**config.mk**
```make
export PLATFORM = sky130hd
export DESIGN_NAME = bullet_slot_alloc_flat
export DESIGN_NICKNAME = d
export VERILOG_FILES = /design/src/rtl/bullet_slot_alloc_if.sv /design/src/rtl/bullet_slot_alloc.sv /design/src/flat_wrapper.sv
export SDC_FILE = /design/constraint.sdc
export NUM_CORES = 1
export LEC_CHECK = 0
export BUFFER_PORTS_ARGS = -buffer_cell sky130_fd_sc_hd__buf_2
export CAP_MARGIN = 25
export CELL_PAD_IN_SITES_DETAIL_PLACEMENT = 1
export CELL_PAD_IN_SITES_GLOBAL_PLACEMENT = 2
export CORE_MARGIN = 5
export CORE_UTILIZATION = 39
export DETAILED_ROUTE_END_ITERATION = 8
export PLACE_DENSITY_LB_ADDON = 0.1
export SKIP_CTS_REPAIR_TIMING = 1
export SYNTH_ARGS = -nofsm -noshare
export SYNTH_HDL_FRONTEND = slang
export SYNTH_SLANG_ARGS = --single-unit
export TNS_END_PERCENT = 20
```
**constraint.sdc**
```tcl
create_clock -name clk -period 4.3 [get_ports clk]
set_input_delay 0.215 -clock clk [delete_from_list [all_inputs] [get_ports clk]]
set_output_delay 0.215 -clock clk [all_outputs]
set_load 0.01 [all_outputs]
```
**src/rtl/bullet_slot_alloc_if.sv**
```systemverilog
// Fire-path bundle between the input decoder / bullet engines and the slot allocator.
// The master drives key and busy status; the slave returns launch pulses and status.
interface bullet_slot_alloc_if #(
    parameter int NUM_SLOTS = 5,
    parameter int CNT_W     = 8
);
    logic [NUM_SLOTS-1:0] slot_busy;
    logic                 fire_key;
    logic                 autofire_en;
    logic [NUM_SLOTS-1:0] fire;
    logic                 denied;
    logic                 ready;
    logic [CNT_W-1:0]     shot_count;

    modport master (
        output slot_busy, fire_key, autofire_en,
        input  fire, denied, ready, shot_count
    );

    modport slave (
        input  slot_busy, fire_key, autofire_en,
        output fire, denied, ready, shot_count
    );
endinterface

```
**src/rtl/bullet_slot_alloc.sv**
```systemverilog
// Fire-request arbiter: key edge or autofire -> one-hot launch pulse to a free bullet slot.
// Latency 1 cycle request->fire/denied; no backpressure, requests during cooldown are dropped.
module bullet_slot_alloc #(
    parameter int NUM_SLOTS = 5,
    parameter int CD_W      = 16,
    parameter int COOLDOWN  = 1000,
    parameter int RR_MODE   = 0,
    parameter int CNT_W     = 8
) (
    input  logic                    clk,
    input  logic                    rst,
    bullet_slot_alloc_if.slave      bus
);
    localparam int IDX_W = (NUM_SLOTS > 1) ? $clog2(NUM_SLOTS) : 1;

    typedef logic [NUM_SLOTS-1:0] mask_t;

    logic             key_q, key_d;
    logic [CD_W-1:0]  cd_q, cd_d;
    mask_t            reserved_q, reserved_d;
    logic [IDX_W-1:0] last_q, last_d;
    mask_t            fire_q, fire_d;
    logic             denied_q, denied_d;
    logic [CNT_W-1:0] cnt_q, cnt_d;

    mask_t            free;
    mask_t            above;
    logic [IDX_W-1:0] sel_lo, sel_rr, sel;
    logic             req, grant, deny;

    // Slot selection: 'above' holds free slots past the last grant, which round-robin
    // prefers; when none remain the scan wraps, which is the lowest free slot.
    always_comb begin
        free   = ~(bus.slot_busy | reserved_q);
        above  = '0;
        sel_lo = '0;
        sel_rr = '0;
        for (int i = 0; i < NUM_SLOTS; i++) begin
            above[i] = free[i] && (IDX_W'(i) > last_q);
        end
        for (int i = NUM_SLOTS - 1; i >= 0; i--) begin
            if (free[i])  sel_lo = IDX_W'(i);
            if (above[i]) sel_rr = IDX_W'(i);
        end
        sel   = ((RR_MODE != 0) && (|above)) ? sel_rr : sel_lo;
        req   = (cd_q == '0) && bus.fire_key && (!key_q || bus.autofire_en);
        grant = req && (|free);
        deny  = req && !(|free);
    end

    always_comb begin
        key_d      = bus.fire_key;
        fire_d     = '0;
        denied_d   = deny;
        cd_d       = cd_q;
        reserved_d = reserved_q & ~bus.slot_busy;
        last_d     = last_q;
        cnt_d      = cnt_q;
        if (cd_q != '0) begin
            cd_d = cd_q - CD_W'(1);
        end
        // Cooldown expiring releases any reservation whose engine never reported busy.
        if (cd_q == CD_W'(1)) begin
            reserved_d = '0;
        end
        if (grant) begin
            fire_d[sel]     = 1'b1;
            reserved_d[sel] = 1'b1;
            last_d          = sel;
            cd_d            = CD_W'(COOLDOWN);
            cnt_d           = cnt_q + CNT_W'(1);
        end
    end

    always_ff @(posedge clk or negedge rst) begin
        if (!rst) begin
            key_q      <= 1'b0;
            cd_q       <= '0;
            reserved_q <= '0;
            last_q     <= IDX_W'(NUM_SLOTS - 1);
            fire_q     <= '0;
            denied_q   <= 1'b0;
            cnt_q      <= '0;
        end else begin
            key_q      <= key_d;
            cd_q       <= cd_d;
            reserved_q <= reserved_d;
            last_q     <= last_d;
            fire_q     <= fire_d;
            denied_q   <= denied_d;
            cnt_q      <= cnt_d;
        end
    end

    assign bus.fire       = fire_q;
    assign bus.denied     = denied_q;
    assign bus.ready      = (cd_q == '0);
    assign bus.shot_count = cnt_q;
endmodule

```
**src/flat_wrapper.sv**
```systemverilog
// flat-port wrapper written by rule: the top's interface ports become plain ports
module bullet_slot_alloc_flat 
#(
    parameter int NUM_SLOTS = 5,
    parameter int CD_W      = 16,
    parameter int COOLDOWN  = 1000,
    parameter int RR_MODE   = 0,
    parameter int CNT_W     = 8
)
  (clk, rst, bus_slot_busy, bus_fire_key, bus_autofire_en, bus_fire, bus_denied, bus_ready, bus_shot_count);
  bullet_slot_alloc_if #(.NUM_SLOTS(NUM_SLOTS), .CNT_W(CNT_W)) bus_i ();
  input  logic clk;
  input  logic rst;
  input wire logic [$bits(bus_i.slot_busy)-1:0] bus_slot_busy;
  input wire logic [$bits(bus_i.fire_key)-1:0] bus_fire_key;
  input wire logic [$bits(bus_i.autofire_en)-1:0] bus_autofire_en;
  output wire logic [$bits(bus_i.fire)-1:0] bus_fire;
  output wire logic [$bits(bus_i.denied)-1:0] bus_denied;
  output wire logic [$bits(bus_i.ready)-1:0] bus_ready;
  output wire logic [$bits(bus_i.shot_count)-1:0] bus_shot_count;
  assign bus_i.slot_busy = bus_slot_busy;
  assign bus_i.fire_key = bus_fire_key;
  assign bus_i.autofire_en = bus_autofire_en;
  assign bus_fire = bus_i.fire;
  assign bus_denied = bus_i.denied;
  assign bus_ready = bus_i.ready;
  assign bus_shot_count = bus_i.shot_count;
  bullet_slot_alloc #(.NUM_SLOTS(NUM_SLOTS), .CD_W(CD_W), .COOLDOWN(COOLDOWN), .RR_MODE(RR_MODE), .CNT_W(CNT_W)) u_core (.clk(clk), .rst(rst), .bus(bus_i));
endmodule
```
==> Word level (Yosys, flattened, before mapping) <==
Cells that the tools add are included.
{ "totals": {"reg_bits": 36, "in_bits": 9, "output_inout_bits": 15} }
{ "classes": {"add_sub_neg": 2, "order_cmp": 2, "n_eq_ne": 1, "mux": 12, "n_bitwise": 5, "reduce_logical": 12} }
{ "ops": {"columns": ["op", "n"], "rows": [
  ["16-bit 2-to-1 mux", 2],
  ["16-bit by 1-bit equality test with 1-bit output (second input constant)", 1],
  ["16-bit logical NOT", 1],
  ["16-bit nonzero test", 1],
  ["16-bit by 1-bit subtractor with 16-bit output (second input constant)", 1],
  ["3-bit 2-to-1 mux", 5],
  ["5-bit 2-to-1 mux", 3],
  ["5-bit inverter", 2],
  ["5-bit bitwise OR", 2],
  ["8-bit by 1-bit adder with 8-bit output (second input constant)", 1],
  ["5-bit AND", 1],
  ["1-bit logical AND", 5],
  ["5-bit OR reduction", 1],
  ["3-bit by 4-bit less-than comparator with 1-bit output (second input constant)", 1],
  ["1-bit demux with 3-bit select", 1],
  ["3-bit by 1-bit >= comparator with 1-bit output (second input constant)", 1],
  ["1-bit logical NOT", 2],
  ["2-bit nonzero test", 1],
  ["1-bit logical OR", 1],
  ["1-bit 2-to-1 mux", 1]
]} }

==> Depth between registers and ports, before layout <==
Gate-level depths: netlist of the first run.
{ "logic_depth": {"ltp_word": 13, "depth_mapped": 7, "mapped_depth_nobuf": 6} }

==> Least setup slack after synthesis of the first run <==
No wires, ideal clock.
{ "synth_timing": {"kind": "reg2reg", "startpoint": "register u_core.cd_q[0]", "endpoint": "register u_core.cnt_q[1], in the netlist u_core.bus.shot_count[1]", "setup_ns": 0.125, "arrival_ns": 1.820, "required_time_ns": 4.175, "path_slack_ns": 2.355, "path_stages_with_launch": 8, "path_buffers": 1, "synth_period_minus_slack_ns": 1.945, "cell_sequence": "dfrtp_1 inv_1 ha_1 nor3b_4 nand3_1 clkbuf_1 nor3_2 mux2_2"} }
{ "synth_between": {"elab_chain_cells": 4} }
{ "synth_lines": {"columns": ["element", "line", "text"], "rows": [
  ["from (decl)", "bullet_slot_alloc.sv:19", "logic [CD_W-1:0] cd_q, cd_d;"],
  ["from (signal assigned)", "bullet_slot_alloc.sv:78", "cd_q <= '0;"],
  ["from (signal assigned)", "bullet_slot_alloc.sv:86", "cd_q <= cd_d;"],
  ["16-bit logical NOT", "bullet_slot_alloc.sv:46", "req = (cd_q == '0) && bus.fire_key && (!key_q || bus.autofire_en);"],
  ["1-bit logical AND (2 in a row)", "bullet_slot_alloc.sv:46", null],
  ["1-bit logical AND", "bullet_slot_alloc.sv:47", "grant = req && (|free);"],
  ["to (signal assigned)", "bullet_slot_alloc.sv:91", "cnt_q <= cnt_d;"],
  ["to (decl)", "bullet_slot_alloc.sv:24", "logic [CNT_W-1:0] cnt_q, cnt_d;"]
]} }
Every way passes these cells.
A chain may end at the register's enable or synchronous reset.

==> Worst setup path in the final report of the first run <==
{ "layout_timing": {"startpoint": "register u_core.cd_q[0]", "endpoint": "register u_core.reserved_q[4]"} }
{ "layout_between": {"elab_chain_cells": 5, "elab_cells_between_ends": 8, "classes_between": "eq/ne (1); mux (2); bitwise (1); reduce/logical (4)"} }
{ "layout_lines": {"columns": ["element", "line", "text"], "rows": [
  ["parallel branches: the longest is 4 deep, another holds 16-bit by 1-bit equality test with 1-bit output", null, null],
  ["5-bit 2-to-1 mux *", "bullet_slot_alloc.sv:66", "if (grant) begin"],
  ["net u_core.reserved_d[4]", "bullet_slot_alloc.sv:20", "mask_t reserved_q, reserved_d;"],
  ["to (signal assigned)", "bullet_slot_alloc.sv:87", "reserved_q <= reserved_d;"],
  ["to (decl)", "bullet_slot_alloc.sv:20", null]
]} }
Mark *: on every way through the listed nets, which the timed path passes.

==> results of run 1 <==
cell families (layout without fill, tap and decap cells):
logic type	after synthesis	after routing	synth area share [%]
adders and majority gates	3	3	2.14
xor gates and xnor gates	14	14	6.97
buffers and inverters	12	39	2.70
AOI/OAI and AO/OA	24	24	9.89
DFF	36	36	51.2
and+or+nand+nor	68	68	25.2
muxes	3	3	1.85
power breakdown:
group / internal, mW / switching (mW) / total [mW]
Combinational: 0.00391 / 0.0126 / 0.0165
Sequential: 0.339 / 0.000109 / 0.339
Clock: 0.131 / 0.114 / 0.245
Total: 0.474 / 0.127 / 0.600
registers in the layout (all words and copies together) (netlist names):
name / count
u_core.bus.shot_count: 8
u_core.key_q: 1
u_core.reserved_q: 5
u_core.cd_q: 16
u_core.bus.denied: 1
u_core.bus.fire: 5
worst max path at each step:
| stage | startpoint | to | slack (ns) | cells past startpoint |
|---|---|---|---|---|
| floorplan | u_core.cd_q[0]$_DFFE_PN0P_ | u_core.bus.shot_count[1]$_DFFE_PN0P_ | 2.35 | 7 |
| global placement | u_core.cd_q[0]$_DFFE_PN0P_ | u_core.reserved_q[4]$_DFF_PN0_ | 2.01 | 6 |
| detailed placement | u_core.cd_q[0]$_DFFE_PN0P_ | u_core.reserved_q[4]$_DFF_PN0_ | 1.86 | 6 |
| CTS | u_core.cd_q[0]$_DFFE_PN0P_ | u_core.reserved_q[4]$_DFF_PN0_ | 1.83 | 6 |
| global route | u_core.cd_q[0]$_DFFE_PN0P_ | u_core.reserved_q[4]$_DFF_PN0_ | 1.71 | 6 |
| finish | u_core.cd_q[0]$_DFFE_PN0P_ | u_core.reserved_q[4]$_DFF_PN0_ | 1.89 | 6 |
through the flow:
step	hold WS (ns)	setup slack, ns	instances
floorplan	-0.0806	2.35	160
global placement	0.351	2.01	231
detailed placement	0.371	1.86	231
CTS	0.0518	1.83	239
global route	0.0662	1.71	239
finish	0.0209	1.89	239
worst register-to-register path: cells and delay by family (launching register included):
| family | cells | cell delay [ns] |
|---|---|---|
| adders and majority gates | 1 | 0.16 |
| DFF | 1 | 0.43 |
| AOI/OAI and AO/OA | 1 | 0.17 |
| and+or+nand+nor | 3 | 1.49 |
| buffers and inverters | 1 | 0.08 |
final cells by class:
cell class / count / area, sq um / area share, %
inverters: 8 / 30.0 / 1.49
repair buffers: 23 / 115 / 5.72
well taps: 52 / 65.1 / 3.24
multi-input cells: 112 / 810 / 40.3
flip-flops and latches: 36 / 901 / 44.8
clock buffers: 8 / 90.1 / 4.48
layer usage:
metal / global-route usage, % / wire [microns] / share of wire, %
met4: 4.81 / 17 / 0.43
met2: 25.1 / 2110 / 53
met5: 0 / 0 / 0
met1: 17.4 / 1680 / 42
met3: 4.80 / 156 / 3.9
cells in the final DEF (no fill, tap or decap), types with 3 or more instances in the layout:
cell type   n
nor4_1     11
nand3_1     8
nor2_1     11
nor3_1      7
xor2_1     10
or4_1       5
ha_1        3
nand2b_1    3
a211oi_1    3
nand2_1     7
inv_1       8
xnor2_1     4
and4_1      4
dfrtp_1    36
buf_2      23
clkbuf_8    6
o22ai_1     4
o21ai_0     3
==> summary.md, run 1 <==
| Metric | Value |
|---|---|
| Crit path capture type | `register` |
| Layout cells sized above 1 | `20.9%` |
| Share of the synthesized area in the top cell type | `51.2%` |
| Die Wd | `77.1 microns` |
| Final GP Congestion | `0.719` |
| Worst path buffer plus inverter count | `1` |
| Drt drc | `0` |
| Post-synth EDFFs | `0` |
| Final Slew Violations | `0` |
| DR pass1 iterations | `4` |
| Core area | `4350 sq um` |
| Vias in the first global route | `1496` |
| Slew HR | `42.8%` |
| Crit-path cells | `inv_1 -> ha_1 -> nor3b_4 -> nand3_1 -> or4_1 -> o22ai_1` |
| Initial antenna violation count | `0` |
| Gr usage total | `14.8%` |
| Root buffer cell | `clkbuf_8` |
| Yosys top cell by area | `dfrtp_1` |
| Final Cycle Share | `56.1%` |
| Synth Net Count | `172` |
| Final setup violating endpoints | `0` |
| Final hold violations | `0` |
| Drt initial violations | `62` |
| Fmax | `415 MHz` |
| Max clock buf depth | `2` |
| Synth cell types | `37` |
| Synthesis-stage register bit count | `36` |
| Remaining Overflow, GRT | `0` |
| Main synth FF type | `dfrtp_1` |
| Area Overhead vs Synth | `14.4%` |
| Vias/cell | `5.69` |
| Arrival time worst endpoint | `2.62 ns` |
| Worst VDD drop | `0.122 mV` |
| Seq/Total Area, Yosys | `51.2%` |
| Antenna Violating Nets Remaining | `0` |
| Slew @ Worst Pin | `0.852 ns` |
| P per Cell Area | `299 nW/um^2` |
| Fillers | `511` |
| Post-Syn Instances | `160` |
| Top cells by area, synth | `dfrtp_1 (51%), xor2_1 (5.0%), nor4_1 (3.9%), nor4_4 (2.4%), nor2_1 (2.3%)` |
| Largest net degree at the start of global routing | `37` |
| Worst path top cell family by delay | `simple AND/OR/NAND/NOR gates` |
| Syn. warnings | `0` |
| Ports | `24` |
| TritonCTS clock tree | `done` |
| Die Ht | `77.1 microns` |
| Max stage delay on crit path | `0.68 ns` |
| R2R Path End | `u_core.reserved_q[4]$_DFF_PN0_` |
| Post-route setup TNS | `0 ns` |
| Clk slew on worst S/H paths | `0.07 ns` |
| Dpl hpwl | `2910 microns` |
| Final core utilization | `46.2%` |
| Mapped Area | `1760 sq um` |
| Slowest-stage cell, CP | `or4_1` |
| Final antenna diode count | `0` |
| Fin nets | `198` |
| Worst Setup Path Type | `register to register` |
| Worst Clk Skew | `0.00360 ns` |
| CTS buffer count | `5` |
| WL/cell | `16.6 microns` |
| Area of placed instances | `1920 sq um` |
| IO buf count | `23` |
| Crit path time final | `2.41 ns` |
| Depth of the CTS H-tree | `2` |
| Count leader, synth | `dfrtp_1` |
| Register-to-Register Path Depth | `6` |
| Final Power | `600 uW` |
| Crit path max fanout | `13` |
| FF-to-FF Start | `u_core.cd_q[0]$_DFFE_PN0P_` |
| Post-synth ARST share | `100%` |
| Worst EP required | `4.51 ns` |
| Status | `complete, no violations` |
| Sink Count | `36` |
| Synthesized area per cell | `11.0 sq um` |
| Die ar. | `5950 sq um` |
| Initial Util | `40.4%` |
| First-pass GRT wire length | `7050 microns` |
| Synth cell count leaders | `dfrtp_1 (36), nor2_1 (11), nor4_1 (11), xor2_1 (10)` |
| MaxCap Viol Count | `0` |
| Num rows | `24` |
| Total Wirelength | `3960 microns` |
| Hold WC Path Type | `input port to async pin` |
| Startpoint class of the critical path | `register` |
| Skew-Pair Late Insertion Delay | `0.28 ns` |
| Design area | `2010 sq um` |
| Leak | `0.924 nW` |
| RSZ-0062 raised after global routing | `no` |
| Via Count | `1361` |
| R2r setup slk | `1.89 ns` |
(Power assumes the default switching activity.)
==> inputs of run 2 (changes only) <==
Settings changed: CORE_UTILIZATION 39 to 33.
Clock period 4.3 ns to 2.1 ns, I/O delays scaled along.
==> summary.md, run 2 (synthesized netlist as in run 1, its figures left out) <==
| Metric | Value |
|---|---|
| Reg with most FFs | `u_core.cd_q` |
| Slew HR | `44.9% (+2.2 points)` |
| Startpoint class of the critical path | `register` |
| Ports | `24 (unchanged)` |
| Final GP Congestion | `0.764 (+6.2%)` |
| Die Wd | `83.0 microns (+7.6%)` |
| Final Power | `1.25 mW (+110%)` |
| Max clock buf depth | `2 (unchanged)` |
| DR pass1 iterations | `2 (-2)` |
| Fin nets | `212 (+7.1%)` |
| Clk slew on worst S/H paths | `0.08 ns (about the same)` |
| Slowest-stage cell, CP | `or4_1` |
| RSZ-0062 raised after global routing | `no` |
| Sw Pwr | `279 uW (+120%)` |
| Vias/cell | `5.24 (-7.9%)` |
| Slew @ Worst Pin | `0.826 ns (-0.0263 ns)` |
| Worst path top cell family by delay | `simple AND/OR/NAND/NOR gates` |
| Root buffer cell | `clkbuf_8` |
| Core area | `5140 sq um (+18%)` |
| Fmax | `509 MHz (+23%)` |
| Area Overhead vs Synth | `23.3%` |
| Largest net degree at the start of global routing | `37 (unchanged)` |
| Most frequent cells in the layout | `dfrtp_1 (36), buf_2 (23), nor2_1 (11), nor4_1 (11)` |
| Internal Power | `970 uW (+100%)` |
| Switching share of power | `22.3% (+1.2 points)` |
| Design area | `2170 sq um (+7.8%)` |
| Worst VDD drop | `0.302 mV (+150%)` |
| Crit-path cells | `nor4_4 -> nand4_4 -> or4_1 -> o22ai_1` |
| Arrival time worst endpoint | `2.18 ns (-0.44 ns)` |
| Initial Util | `34.2% (-6.2 points)` |
| Initial antenna violation count | `0 (unchanged)` |
| Die ar. | `6890 sq um (+16%)` |
| Hold WC Path Type | `input port to register` |
| Final antenna diode count | `0 (unchanged)` |
| Depth of the CTS H-tree | `2 (unchanged)` |
| Final setup violating endpoints | `0 (unchanged)` |
| Drt drc | `0 (unchanged)` |
| Comb power frac | `3.4% (+0.6 points)` |
| Area of placed instances | `2020 sq um (+5.1%)` |
| Crit path max fanout | `9 (-4)` |
| Sequential group share of total power | `55.6% (-0.9 points)` |
| Leak | `0.995 nW (+7.7%)` |
| TritonCTS clock tree | `done` |
| Hold Worst Slack | `0.00721 ns (-0.0137 ns)` |
| Vias in the first global route | `1515 (+1.3%)` |
| Worst path buffer plus inverter count | `0 (-1)` |
| Antenna Violating Nets Remaining | `0 (unchanged)` |
| Status | `complete, no violations` |
| Num rows | `26 (+8.3%)` |
| First-pass GRT wire length | `7250 microns (+2.8%)` |
| Dpl hpwl | `3110 microns (+6.5%)` |
| Layout cells sized above 1 | `26.4% (+5.5 points)` |
| CTS buffer count | `5 (unchanged)` |
| Max FFs per register | `16 (unchanged)` |
| Final Cycle Share | `93.5% (+37 points)` |
| Crit path time final | `1.96 ns (-0.449 ns)` |
| Die Ht | `83.0 microns (+7.6%)` |
| Worst Setup Path Type | `register to register` |
| Worst EP required | `2.32 ns (-2.19 ns)` |
| Worst Clk Skew | `0.00776 ns (+0.00416 ns)` |
| IO buf count | `23 (unchanged)` |
| MaxCap Viol Count | `0 (unchanged)` |
| P per Cell Area | `576 nW/um^2 (+93%)` |
| Sink Count | `36 (unchanged)` |
| Skew-Pair Late Insertion Delay | `0.29 ns (about the same)` |
| Via Count | `1421 (+4.4%)` |
| Final hold violations | `0 (unchanged)` |
| Total Wirelength | `4190 microns (+5.6%)` |
| Max stage delay on crit path | `0.62 ns (-0.06 ns)` |
| Remaining Overflow, GRT | `0 (unchanged)` |
| Most common cell after layout, fill and taps aside | `dfrtp_1` |
| Drt initial violations | `48 (-23%)` |
| Gr usage total | `12.8% (-2.0 points)` |
| Crit path capture type | `register` |
| WL/cell | `15.4 microns (-6.8%)` |
| Clk network pwr share | `41.1% (+0.3 points)` |
| Final Slew Violations | `0 (unchanged)` |
-- run 2: changes by cell type in the layout (fill, tap and decap cells not counted) --
cell and delta:
and4_1 -1, and4_4 +1, nand4_2 -1, nand3_2 +1, nand4_4 +1, clkbuf_1 -2
dlygate4sd3_1 +4, buf_4 +10, clkinv_2 +2, nand3_1 -1
-- run 2: worst paths after layout --
check	from	end	slack [ns]	cells after the start
worst min register to register	u_core.bus.shot_count[7]$_DFFE_PN0P_	u_core.bus.shot_count[7]$_DFFE_PN0P_	0.48	1
min in group asynchronous	rst	u_core.bus.fire[0]$_DFF_PN0_	0.44	2
worst max-delay path	u_core.cd_q[9]$_DFFE_PN0P_	u_core.reserved_q[4]$_DFF_PN0_	0.14	4
max in group asynchronous	rst	u_core.cd_q[1]$_DFFE_PN0P_	1.13	2
worst min-delay path	bus_slot_busy[0]	u_core.bus.fire[0]$_DFF_PN0_	0.007	2
worst max register to register	u_core.cd_q[9]$_DFFE_PN0P_	u_core.reserved_q[4]$_DFF_PN0_	0.14	4
-- run 2: layer usage --
metal  vias to the layer above  wire length (microns)  GRT usage [%]
met1                       713                   1820           15.0
met3                         7                    149           3.86
met4                         0                     52           3.57
li1                        683                      -              -
met5                         -                      0              0
met2                        18                   2160           22.4
-- run 2: per-stage QoR --
step	cells	utilization, %	worst slack, ns	setup TNS [ns]
floorplan	160	-	0.155	0
global placement	259	39.3	0.138	0
detailed placement	259	39.3	0.0837	0
CTS	267	41.1	-0.0281	-0.0281
global route	271	42.2	0.0295	0
finish	271	42.2	0.137	0
-- run 2: power by group through the flow --
stage               Combinational [mW]  Clock, mW  Sequential (mW)
floorplan                      0.00730          0            0.708
global placement                0.0363          0            0.708
detailed placement              0.0377          0            0.708
CTS                             0.0379      0.533            0.694
global route                    0.0487      0.564            0.694
finish                          0.0423      0.513            0.694
-- run 2: area by class of cell --
class | instances | area (sq um)
flip-flops and latches | 36 | 901
inverters | 8 | 30.0
multi-input cells | 112 | 826
clock inverters | 2 | 10.0
clock buffers | 6 | 82.6
repair buffers | 37 | 230
well taps | 70 | 87.6
fillers | 603 | 2970
==> inputs of run 3 (changes only) <==
Settings changed: GPL_TIMING_DRIVEN from default to 0.
==> summary.md, run 3 (synthesized netlist as in run 1, its figures left out) <==
| Metric | Value |
|---|---|
| Status | `complete, no violations` |
| Worst path buffer plus inverter count | `1 (+1)` |
| Worst Setup Path Type | `register to register` |
| DR pass1 iterations | `4 (+2)` |
| Final antenna diode count | `0 (unchanged)` |
| Vias/cell | `5.22 (-0.54%)` |
| Root buffer cell | `clkbuf_8` |
| Hold Worst Slack | `0.00602 ns (-0.00119 ns)` |
| Drt drc | `0 (unchanged)` |
| Ports | `24 (unchanged)` |
| Remaining Overflow, GRT | `0 (unchanged)` |
| Clk slew on worst S/H paths | `0.07 ns (about the same)` |
| Max FFs per register | `16 (unchanged)` |
| Register-to-Register Path Depth | `5 (+1)` |
| Final Power | `1.34 mW (+7.1%)` |
| Die Ht | `83.0 microns (unchanged)` |
| Initial antenna violation count | `0 (unchanged)` |
| Initial Util | `34.2% (unchanged)` |
| Worst path top cell family by delay | `compound AO/OA/AOI/OAI gates` |
| Crit path max fanout | `10 (+1)` |
| IO buf count | `23 (unchanged)` |
| Num rows | `26 (unchanged)` |
| Crit path time final | `2.01 ns (+0.0492 ns)` |
| Most frequent cells in the layout | `dfrtp_1 (33), buf_2 (24), nor2_1 (11), nor4_1 (11), xor2_1 (10)` |
| Slew HR | `45.0% (+0.071 points)` |
| Antenna Violating Nets Remaining | `0 (unchanged)` |
| Sink Count | `36 (unchanged)` |
| Leak | `0.972 nW (-2.4%)` |
| Skew-Pair Late Insertion Delay | `0.28 ns (about the same)` |
| Fmax | `497 MHz (-2.4%)` |
| Final setup violating endpoints | `0 (unchanged)` |
| Via Count | `1382 (-2.7%)` |
| Worst Clk Skew | `0.00586 ns (-0.00190 ns)` |
| MaxCap Viol Count | `0 (unchanged)` |
| Area Overhead vs Synth | `23.2% (about the same)` |
| Vias in the first global route | `1421 (-6.2%)` |
| Sw Pwr | `281 uW (+0.83%)` |
| Clk network pwr share | `45.3% (+4.2 points)` |
| Max stage delay on crit path | `0.45 ns (-0.17 ns)` |
| Die ar. | `6890 sq um (unchanged)` |
| Hold depth | `2 (unchanged)` |
| Worst VDD drop | `0.225 mV (-26%)` |
| Depth of the CTS H-tree | `2 (unchanged)` |
| Comb power frac | `2.8% (-0.6 points)` |
| CP Depth | `5 (+1)` |
| CTS buffer count | `5 (unchanged)` |
| Reg with most FFs | `u_core.cd_q` |
| Hold WC Path Type | `input port to register` |
| Drt initial violations | `58 (+21%)` |
| WL/cell | `15.8 microns (+2.5%)` |
| Most common cell after layout, fill and taps aside | `dfrtp_1` |
| Final Slew Violations | `0 (unchanged)` |
| First-pass GRT wire length | `7220 microns (-0.47%)` |
| TritonCTS clock tree | `done` |
| Final Cycle Share | `95.8% (+2.3 points)` |
| Arrival time worst endpoint | `2.22 ns (+0.04 ns)` |
| Final hold violations | `0 (unchanged)` |
| Switching share of power | `21.0% (-1.3 points)` |
| RSZ-0062 raised after global routing | `yes` |
| Gr usage total | `12.6% (-0.13 points)` |
| Crit-path cells | `nor4_4 -> nand4_4 -> buf_4 -> o41a_1 -> a211oi_2` |
| Slowest-stage cell, CP | `dfrtp_2` |
| Largest net degree at the start of global routing | `37 (unchanged)` |
| Dpl hpwl | `2980 microns (-4.2%)` |
| Total Wirelength | `4200 microns (+0.24%)` |
| Layout cells sized above 1 | `27.2% (+0.81 points)` |
| Die Wd | `83.0 microns (unchanged)` |
| Startpoint class of the critical path | `register` |
| Internal Power | `1.06 mW (+8.9%)` |
| Worst EP required | `2.30 ns (-0.02 ns)` |
| Core area | `5140 sq um (unchanged)` |
| Final GP Congestion | `0.735 (-3.8%)` |
| Fin nets | `206 (-2.8%)` |
| P per Cell Area | `618 nW/um^2 (+7.2%)` |
| Max clock buf depth | `2 (unchanged)` |
| Sequential group share of total power | `51.8% (-3.8 points)` |
| Slew @ Worst Pin | `0.825 ns (-0.00106 ns)` |
| Crit path capture type | `register` |
==> run 3: changes by cell type in the layout (fill, tap and decap cells not counted), sizes merged <==
cell         before  now
dlygate4sd3       4    2
buf              33   29
bufinv            0    1
clkinv            2    1
==> run 3: per-stage QoR <==
stage	area (sq um)	cells	utilization (%)	TNS [ns]	worst slack (ns)
floorplan	1760	160	-	0	0.155
CTS	2070	261	40.2	-1.80	-0.284
global placement	1960	253	38.1	-0.926	-0.263
detailed placement	1960	253	38.1	-1.33	-0.276
global route	2170	265	42.1	-0.0871	-0.0276
finish	2170	265	42.1	0	0.0880
==> run 3: area by class of cell <==
type                       instances  area (sq um)
buffer                             4          31.3
clock buffer                       6          72.6
clock inverter                     2          35.0
fill                             602          2970
inverter                           8          30.0
multi-input combinational        112           855
sequential                        36           905
tap                               70          87.6
timing repair buffer              27           150
==> run 3: power groups by stage <==
stage                     registers [mW]  logic, mW  clock network [mW]
after floorplan                    0.708    0.00730                   0
after global placement             0.708     0.0341                   0
after detailed placement           0.708     0.0358                   0
after CTS                          0.694     0.0358               0.630
after global routing               0.694     0.0444               0.652
final                              0.694     0.0380               0.606
==> run 3: per-layer routing <==
layer / vias up / track usage, % / part of all wire [%]
met1: 692 / 16.1 / 47
met4: 0 / 2.67 / 0
met2: 24 / 21.3 / 50
met3: 0 / 3.66 / 3.6
li1: 666 / - / -
met5: - / 0 / 0
==> run 3: path summary, 6_finish.rpt <==
kind | slack [ns] | start | end
min in group asynchronous | 0.45 | rst | u_core.bus.fire[0]$_DFF_PN0_
worst max-delay path | 0.09 | u_core.cd_q[8]$_DFFE_PN0P_ | u_core.reserved_q[3]$_DFF_PN0_
worst max register to register | 0.09 | u_core.cd_q[8]$_DFFE_PN0P_ | u_core.reserved_q[3]$_DFF_PN0_
worst min-delay path | 0.006 | bus_slot_busy[1] | u_core.reserved_q[1]$_DFF_PN0_
worst min register to register | 0.47 | u_core.bus.shot_count[7]$_DFFE_PN0P_ | u_core.bus.shot_count[7]$_DFFE_PN0P_
max in group asynchronous | 1.08 | rst | u_core.cd_q[4]$_DFFE_PN0P_
==> run 3: worst reg2reg max path: cells and delay by family (launching register included) <==
family / cells / cell delay (ns)
AOI/OAI and AO/OA: 2 / 0.64
DFF: 1 / 0.45
buffers and inverters: 1 / 0.23
and+or+nand+nor: 2 / 0.62
